<file path="config.mk">
export PLATFORM = sky130hd
export DESIGN_NAME = if_id_fetch_ctrl_flat
export DESIGN_NICKNAME = d
export VERILOG_FILES = /design/src/rtl/mips_pkg.sv /design/src/rtl/if_id_fetch_ctrl_if.sv /design/src/rtl/id_hazard_detect.sv /design/src/rtl/if_id_fetch_ctrl.sv /design/src/flat_wrapper.sv
export SDC_FILE = /design/constraint.sdc
export NUM_CORES = 1
export LEC_CHECK = 0
export CAP_MARGIN = 20
export CORE_MARGIN = 1.5
export CORE_UTILIZATION = 49
export DETAILED_ROUTE_END_ITERATION = 12
export HOLD_SLACK_MARGIN = 0.02
export PLACE_DENSITY = 0.88
export SLEW_MARGIN = 10
export SYNTH_ARGS = -nofsm -noshare
export SYNTH_HDL_FRONTEND = slang
export SYNTH_HIERARCHICAL = 1
export SYNTH_SLANG_ARGS = --single-unit
</file>
<file path="constraint.sdc">
create_clock -name clk -period 9.2 [get_ports clk]
set_clock_uncertainty 0.15 [all_clocks]
set_input_delay 2.76 -clock clk [delete_from_list [all_inputs] [get_ports clk]]
set_output_delay 2.76 -clock clk [all_outputs]
set_load 0.02 [all_outputs]
</file>
<file path="src/rtl/mips_pkg.sv">
// mips_pkg
// Shared MIPS definitions for the IF/ID fetch control slice: opcode
// constants, the canonical NOP encoding, a packed view of the I-type
// instruction fields, and a helper that says whether an opcode reads rt.
package mips_pkg;

    localparam logic [5:0] OP_RTYPE = 6'h00;
    localparam logic [5:0] OP_J     = 6'h02;
    localparam logic [5:0] OP_BEQ   = 6'h04;
    localparam logic [5:0] OP_BNE   = 6'h05;
    localparam logic [5:0] OP_LW    = 6'h23;
    localparam logic [5:0] OP_SW    = 6'h2B;

    localparam logic [31:0] NOP_INST = 32'h0;

    // I-type layout; the J-type target is simply the low 26 bits of the word.
    typedef struct packed {
        logic [5:0]  op;
        logic [4:0]  rs;
        logic [4:0]  rt;
        logic [15:0] imm;
    } inst_fields_t;

    // R-type, branches and stores read rt as a source; loads and jumps do not.
    function automatic logic uses_rt(input logic [5:0] op);
        return (op == OP_RTYPE) || (op == OP_BEQ) || (op == OP_BNE) || (op == OP_SW);
    endfunction

endpackage

</file>
<file path="src/rtl/if_id_fetch_ctrl_if.sv">
// if_id_fetch_ctrl_if
// Bundle between the IF stage and the IF/ID fetch controller.
//   IFtoID_PC   : PC+4 of the fetched instruction (IF -> ID)
//   IFtoID_inst : fetched instruction word        (IF -> ID)
//   PCWrite     : PC update enable                (ID -> IF)
//   PCSrc       : select Branch as next PC        (ID -> IF)
//   Branch      : redirect target                 (ID -> IF)
// master = IF stage side, slave = fetch controller side.
interface if_id_fetch_ctrl_if;

    logic [31:0] IFtoID_PC;
    logic [31:0] IFtoID_inst;
    logic        PCWrite;
    logic        PCSrc;
    logic [31:0] Branch;

    modport master (
        output IFtoID_PC,
        output IFtoID_inst,
        input  PCWrite,
        input  PCSrc,
        input  Branch
    );

    modport slave (
        input  IFtoID_PC,
        input  IFtoID_inst,
        output PCWrite,
        output PCSrc,
        output Branch
    );

endinterface

</file>
<file path="src/rtl/id_hazard_detect.sv">
// id_hazard_detect
// Purely combinational hazard check for the instruction sitting in ID.
//   id_valid_i                 : IF/ID holds a real instruction
//   op_i, rs_i, rt_i           : decoded fields of the ID instruction
//   ex_mem_read_i/ex_reg_write_i/ex_dst_i : EX stage producer info
//   mem_mem_read_i/mem_dst_i   : MEM stage load info
//   stall_o                    : hold fetch and bubble EX this cycle
module id_hazard_detect
    import mips_pkg::*;
(
    input  logic       id_valid_i,
    input  logic [5:0] op_i,
    input  logic [4:0] rs_i,
    input  logic [4:0] rt_i,
    input  logic       ex_mem_read_i,
    input  logic       ex_reg_write_i,
    input  logic [4:0] ex_dst_i,
    input  logic       mem_mem_read_i,
    input  logic [4:0] mem_dst_i,
    output logic       stall_o
);

    logic loadUse;
    logic branchOperand;
    logic isBranch;
    logic exHitsSrc;
    logic memHitsSrc;

    // Branches compare in ID, so they also wait on ALU results still in EX
    // and on loads that have only reached MEM. Register 0 never matches.
    always_comb begin
        isBranch      = (op_i == OP_BEQ) || (op_i == OP_BNE);
        exHitsSrc     = (ex_dst_i != 5'd0) && ((ex_dst_i == rs_i) || (ex_dst_i == rt_i));
        memHitsSrc    = (mem_dst_i != 5'd0) && ((mem_dst_i == rs_i) || (mem_dst_i == rt_i));
        loadUse       = id_valid_i && ex_mem_read_i && (ex_dst_i != 5'd0) &&
                        ((ex_dst_i == rs_i) || (uses_rt(op_i) && (ex_dst_i == rt_i)));
        branchOperand = isBranch && ((ex_reg_write_i && exHitsSrc) ||
                                     (mem_mem_read_i && memHitsSrc));
        stall_o       = loadUse || branchOperand;
    end

endmodule

</file>
<file path="src/rtl/if_id_fetch_ctrl.sv">
// if_id_fetch_ctrl
// IF/ID pipeline register plus fetch steering. Resolves beq/bne/j in ID,
// stalls on load-use and branch-operand hazards, flushes on redirect.
//   clk, rst                   : clock, synchronous active-high reset
//   fetch (slave)              : IFtoID_PC/IFtoID_inst in, PCWrite/PCSrc/Branch out
//   rs_data, rt_data           : register-file read data for id_inst
//   ex_mem_read, ex_reg_write, ex_dst, mem_mem_read, mem_dst : hazard info
//   id_pc, id_inst, id_valid   : IF/ID register contents
//   id_bubble                  : zero the controls going into EX
//   stall_count, flush_count   : saturating event counters (CNT_W bits)
module if_id_fetch_ctrl
    import mips_pkg::*;
#(
    parameter int CNT_W = 32
) (
    input  logic                clk,
    input  logic                rst,
    if_id_fetch_ctrl_if.slave   fetch,
    input  logic [31:0]         rs_data,
    input  logic [31:0]         rt_data,
    input  logic                ex_mem_read,
    input  logic                ex_reg_write,
    input  logic [4:0]          ex_dst,
    input  logic                mem_mem_read,
    input  logic [4:0]          mem_dst,
    output logic [31:0]         id_pc,
    output logic [31:0]         id_inst,
    output logic                id_valid,
    output logic                id_bubble,
    output logic [CNT_W-1:0]    stall_count,
    output logic [CNT_W-1:0]    flush_count
);

    logic [31:0]      id_pc_q, id_pc_d;
    logic [31:0]      id_inst_q, id_inst_d;
    logic             id_valid_q, id_valid_d;
    logic [CNT_W-1:0] stall_cnt_q, stall_cnt_d;
    logic [CNT_W-1:0] flush_cnt_q, flush_cnt_d;

    inst_fields_t fields;
    logic         stall;
    logic         taken;
    logic [31:0]  branchTgt;
    logic [31:0]  jumpTgt;

    assign fields = inst_fields_t'(id_inst_q);

    id_hazard_detect u_hazard (
        .id_valid_i     (id_valid_q),
        .op_i           (fields.op),
        .rs_i           (fields.rs),
        .rt_i           (fields.rt),
        .ex_mem_read_i  (ex_mem_read),
        .ex_reg_write_i (ex_reg_write),
        .ex_dst_i       (ex_dst),
        .mem_mem_read_i (mem_mem_read),
        .mem_dst_i      (mem_dst),
        .stall_o        (stall)
    );

    // Redirect decision. A stalled branch is not resolved this cycle; it is
    // re-evaluated once its operands are ready.
    always_comb begin
        taken     = 1'b0;
        branchTgt = id_pc_q + {{14{fields.imm[15]}}, fields.imm, 2'b00};
        jumpTgt   = {id_pc_q[31:28], id_inst_q[25:0], 2'b00};
        if (id_valid_q && !stall) begin
            case (fields.op)
                OP_BEQ:  taken = (rs_data == rt_data);
                OP_BNE:  taken = (rs_data != rt_data);
                OP_J:    taken = 1'b1;
                default: taken = 1'b0;
            endcase
        end
        fetch.PCWrite = !stall;
        fetch.PCSrc   = taken;
        fetch.Branch  = 32'h0;
        if (taken) begin
            fetch.Branch = (fields.op == OP_J) ? jumpTgt : branchTgt;
        end
        id_bubble = stall;
    end

    // Next IF/ID contents: stall holds, a redirect discards the instruction
    // fetched behind the branch, otherwise load what IF delivered.
    always_comb begin
        id_pc_d    = fetch.IFtoID_PC;
        id_inst_d  = fetch.IFtoID_inst;
        id_valid_d = 1'b1;
        if (stall) begin
            id_pc_d    = id_pc_q;
            id_inst_d  = id_inst_q;
            id_valid_d = id_valid_q;
        end else if (taken) begin
            id_inst_d  = NOP_INST;
            id_valid_d = 1'b0;
        end
        stall_cnt_d = stall_cnt_q;
        flush_cnt_d = flush_cnt_q;
        if (stall && (stall_cnt_q != '1)) begin
            stall_cnt_d = stall_cnt_q + CNT_W'(1);
        end
        if (taken && (flush_cnt_q != '1)) begin
            flush_cnt_d = flush_cnt_q + CNT_W'(1);
        end
    end

    // Reset clears everything, including any stall in progress.
    always_ff @(posedge clk) begin
        if (rst) begin
            id_pc_q     <= 32'h0;
            id_inst_q   <= NOP_INST;
            id_valid_q  <= 1'b0;
            stall_cnt_q <= '0;
            flush_cnt_q <= '0;
        end else begin
            id_pc_q     <= id_pc_d;
            id_inst_q   <= id_inst_d;
            id_valid_q  <= id_valid_d;
            stall_cnt_q <= stall_cnt_d;
            flush_cnt_q <= flush_cnt_d;
        end
    end

    assign id_pc       = id_pc_q;
    assign id_inst     = id_inst_q;
    assign id_valid    = id_valid_q;
    assign stall_count = stall_cnt_q;
    assign flush_count = flush_cnt_q;

endmodule

</file>
<file path="src/flat_wrapper.sv">
// flat-port wrapper written by rule: the top's interface ports become plain ports
module if_id_fetch_ctrl_flat import mips_pkg::*;
#(
    parameter int CNT_W = 32
)
  (clk, rst, rs_data, rt_data, ex_mem_read, ex_reg_write, ex_dst, mem_mem_read, mem_dst, id_pc, id_inst, id_valid, id_bubble, stall_count, flush_count, fetch_IFtoID_PC, fetch_IFtoID_inst, fetch_PCWrite, fetch_PCSrc, fetch_Branch);
  if_id_fetch_ctrl_if fetch_i ();
  input  logic clk;
  input  logic rst;
  input  logic [31:0] rs_data;
  input  logic [31:0] rt_data;
  input  logic ex_mem_read;
  input  logic ex_reg_write;
  input  logic [4:0] ex_dst;
  input  logic mem_mem_read;
  input  logic [4:0] mem_dst;
  output logic [31:0] id_pc;
  output logic [31:0] id_inst;
  output logic id_valid;
  output logic id_bubble;
  output logic [CNT_W-1:0] stall_count;
  output logic [CNT_W-1:0] flush_count;
  input wire logic [$bits(fetch_i.IFtoID_PC)-1:0] fetch_IFtoID_PC;
  input wire logic [$bits(fetch_i.IFtoID_inst)-1:0] fetch_IFtoID_inst;
  output wire logic [$bits(fetch_i.PCWrite)-1:0] fetch_PCWrite;
  output wire logic [$bits(fetch_i.PCSrc)-1:0] fetch_PCSrc;
  output wire logic [$bits(fetch_i.Branch)-1:0] fetch_Branch;
  assign fetch_i.IFtoID_PC = fetch_IFtoID_PC;
  assign fetch_i.IFtoID_inst = fetch_IFtoID_inst;
  assign fetch_PCWrite = fetch_i.PCWrite;
  assign fetch_PCSrc = fetch_i.PCSrc;
  assign fetch_Branch = fetch_i.Branch;
  if_id_fetch_ctrl #(.CNT_W(CNT_W)) u_core (.clk(clk), .rst(rst), .fetch(fetch_i), .rs_data(rs_data), .rt_data(rt_data), .ex_mem_read(ex_mem_read), .ex_reg_write(ex_reg_write), .ex_dst(ex_dst), .mem_mem_read(mem_mem_read), .mem_dst(mem_dst), .id_pc(id_pc), .id_inst(id_inst), .id_valid(id_valid), .id_bubble(id_bubble), .stall_count(stall_count), .flush_count(flush_count));
endmodule
</file>
==> summary.txt, run 1 <==
Synthesis
  • Mapped Nets: 1219
  • Synth Cell Area: 8140 µm²
  • Most area-consuming cells after synthesis: dfxtp_1, xor2_1, a21oi_1
  • Yosys top cell by area: dfxtp_1
  • Synthesis warning total: 6
  • Avg Inst Size Synth: 7.79 µm²
  • Ys flop type: dfxtp_1
  • Post-synthesis register bit count: 129
  • Cell variety after synth: 68
  • Post-synth ARST share: 0%
  • Post-synthesis instance total: 1044
  • Seq/Total Area, Yosys: 31.7%
  • Synth top area share: 31.7%
  • EDFF count, synth: 0

Routing
  • DRT Wirelength: 28400 µm
  • Initial DRC Count: 745
  • Routed length per placed instance: 18.2 µm
  • Top Layer Used: met4
  • Vias per cell: 5.83
  • Routed via count: 9100
  • Antenna Nets Post-Route: 0
  • DRC viols: 0
  • Met2 WL post-DR: 13500 µm
  • Met3 Routed Length: 2580 µm
  • Metal-1 WL: 11300 µm
  • DRT Pass-1 Iters: 8

Setup path
  • Crit Path Category: in2out
  • Worst Reg-to-Reg Cells: 14
  • CP required: 6290 ps
  • Crit path launch type: primary input
  • Crit-path slowest cell: clkdlybuf4s50_1
  • Arr. time, crit path: 6120 ps
  • Critical Path Sink Type: output port
  • Max stage delay on crit path: 720 ps
  • Most frequent CP cell: clkdlybuf4s50_1
  • Reg2reg setup slack: 4200 ps
  • Critical path peak fanout: 22
  • Crit-path cells: clkdlybuf4s50_1 > or4_1 > o211ai_1 > o22ai_4 > nor2b_1 > and4b_1 > o21ai_2 > and2_4 > a2111oi_0 > clkdlybuf4s50_1

Power and ir drop
  • Leakage: 4.47 nW
  • PwrDens: 139 nW/µm²
  • Max VDD drop: 127 µV
  • PnR Total Power: 1.67 mW

Finish
  • Design area: 12000 µm²
  • Storage cell area: 2580 µm²
  • Most frequent cells in the layout: clkdlybuf4s50_1, dfxtp_1, nand2_1
  • Final #Nets: 1506
  • Layout cells sized above 1: 5.13%
  • # diodes: 0
  • P&R area growth vs syn: 47.6%
  • Filler Cell Count: 1237
  • Most common cell after layout, fill and taps aside: clkdlybuf4s50_1
  • Multi-input gate area: 5290 µm²

Placement
  • Final estimated routing congestion in global placement: 1.00
  • IO buf count: 306
  • DP Area: 11400 µm²
  • Pre-CTS setup slack: 150 ps
  • DP Wirelength: 20800 µm

Clock network
  • Post-CTS Setup Inserts: 0
  • Worst skew pair latency: 420 ps
  • Clock transition at path regs: 60 ps
  • CTS max path bufs: 2
  • Clock root cell: clkbuf_16
  • CTS Buf Count: 17
  • Clk sinks: 129
  • Hold-fix buffers, CTS: 0
  • Resized cells post-CTS: 0
  • TritonCTS clock tree: yes
  • H-Tree Depth: 4

Global route
  • Initial antenna violation count: 0
  • Global-route wire length before repair: 44300 µm
  • GRT Overall Usage: 31.5%
  • Largest net degree at the start of global routing: 85
  • Vias in the first global route: 8642
  • Total gr overflow: 0

STA
  • Post-route setup TNS: 0 ps
  • Final Max Slew Viols: 0
  • Relative slew slack: 40.2%
  • Final min period: 9030 ps
  • Final hold violation count: 0
  • Achievable frequency: 111 MHz
  • Post-route worst setup slack: 173 ps
  • Fin crit share: 98.1%
  • Hold slack: 357 ps
  • RSZ-0062 raised after global routing: no
  • Final setup fails: 0
  • Worst Max-Slew Pin Slew: 897 ps

Die
  • Total I/O pin count: 307
  • Die X: 132 µm
  • Die height: 132 µm
  • Core Area: 16100 µm²
  • Initial core utilization: 50.7%
  • Die Area: 17400 µm²
  • FP Rows: 46

Outcome
  • Status: completed

Min path
  • Worst hold path class: reg2reg
  • Hold Path Stages: 2

Job
  • Total of max-cap violations: 0
==> cell usage after synthesis (all sizes together), types with 2 or more instances <==
cell and number:
or4 9, a21boi 2, o22ai 3, nor2 113, a21oi 106, nor3b 2
a221oi 2, nand2b 5, mux2i 33, o21bai 4, o21ai 44, a21o 15
clkbuf 34, nor4 14, o211ai 5, inv 16, a211o 2, a31oi 6
a211oi 10, o31ai 7, nor3 15, nor4b 2, and3 15, o21a 6
xor2 67, nand4 29, nand3 70, a41oi 2, mux2 8, nand2 120
ha 31, and2 10, dfxtp 129, xnor2 35, and4 7, or3 19
buf 15, nor2b 9, or2 3, a31o 2
==> through the flow <==
step / utilization, % / std cells
final: 74.8 / 1560
after global routing: 74.8 / 1560
after CTS: 74.8 / 1560
after detailed placement: 70.7 / 1528
after global placement: 70.7 / 1528
after floorplan: - / 1044
==> per-layer routing <==
metal | up-vias | GRT usage, %
li1 | 4317 | -
met1 | 4235 | 37.2
met2 | 467 | 52.6
met3 | 81 | 9.34
met4 | 0 | 14.9
met5 | - | 0
==> state kept, by name, indices dropped and copies added, names as in the netlist <==
register            flops
u_core/stall_count     32
u_core/flush_count     32
u_core/id_inst         32
u_core/id_pc           32
u_core/id_valid         1
==> worst max-delay path, delay by kind of cell <==
family / cells / cell delay (ps)
compound gates: 4 / 860
buf+inv: 2 / 1210
simple gates: 4 / 1280
==> worst paths after layout <==
check | startpoint | to
worst max-delay path | mem_dst[1] | fetch_Branch[15]
worst min-delay path | u_core/id_inst[9] | u_core/id_inst[9]
worst max register to register | u_core/id_inst[27] | u_core/stall_count[21]
worst min register to register | u_core/id_inst[9] | u_core/id_inst[9]
==> kinds of logic after synthesis <==
logic type | share of synthesized area, %
AND/OR/NAND/NOR | 27.2
AO/OA/AOI/OAI | 16.6
flip-flops | 31.7
XOR/XNOR | 11.0
buffers and inverters | 3.38
multiplexers | 5.17
adder cells (fa/ha/maj) | 5.01
==> power breakdown <==
group / total, mW / internal (mW) / switching (mW)
registers: 0.604 / 0.577 / 0.0272
clock network: 0.751 / 0.486 / 0.265
logic: 0.314 / 0.157 / 0.157
==> final cells by class <==
type / instances / share of cell area, %
Clock buffer: 22 / 4.03
Clock inverter: 10 / 1.43
Inverter: 17 / 0.562
Multi-Input combinational cell: 849 / 44.1
Sequential cell: 129 / 21.5
Tap cell: 216 / 2.25
Timing Repair Buffer: 317 / 26.2
Power figures use the tool's default switching activity.
==> inputs of run 2 (changes only) <==
--- a/config.mk
+++ b/config.mk
@@ -16,3 +16,4 @@
 export SYNTH_HDL_FRONTEND = slang
 export SYNTH_HIERARCHICAL = 1
 export SYNTH_SLANG_ARGS = --single-unit
+export TNS_END_PERCENT = 20
==> results of run 2 <==
The final DEF is identical to that of run 1; final timing and power are the same.
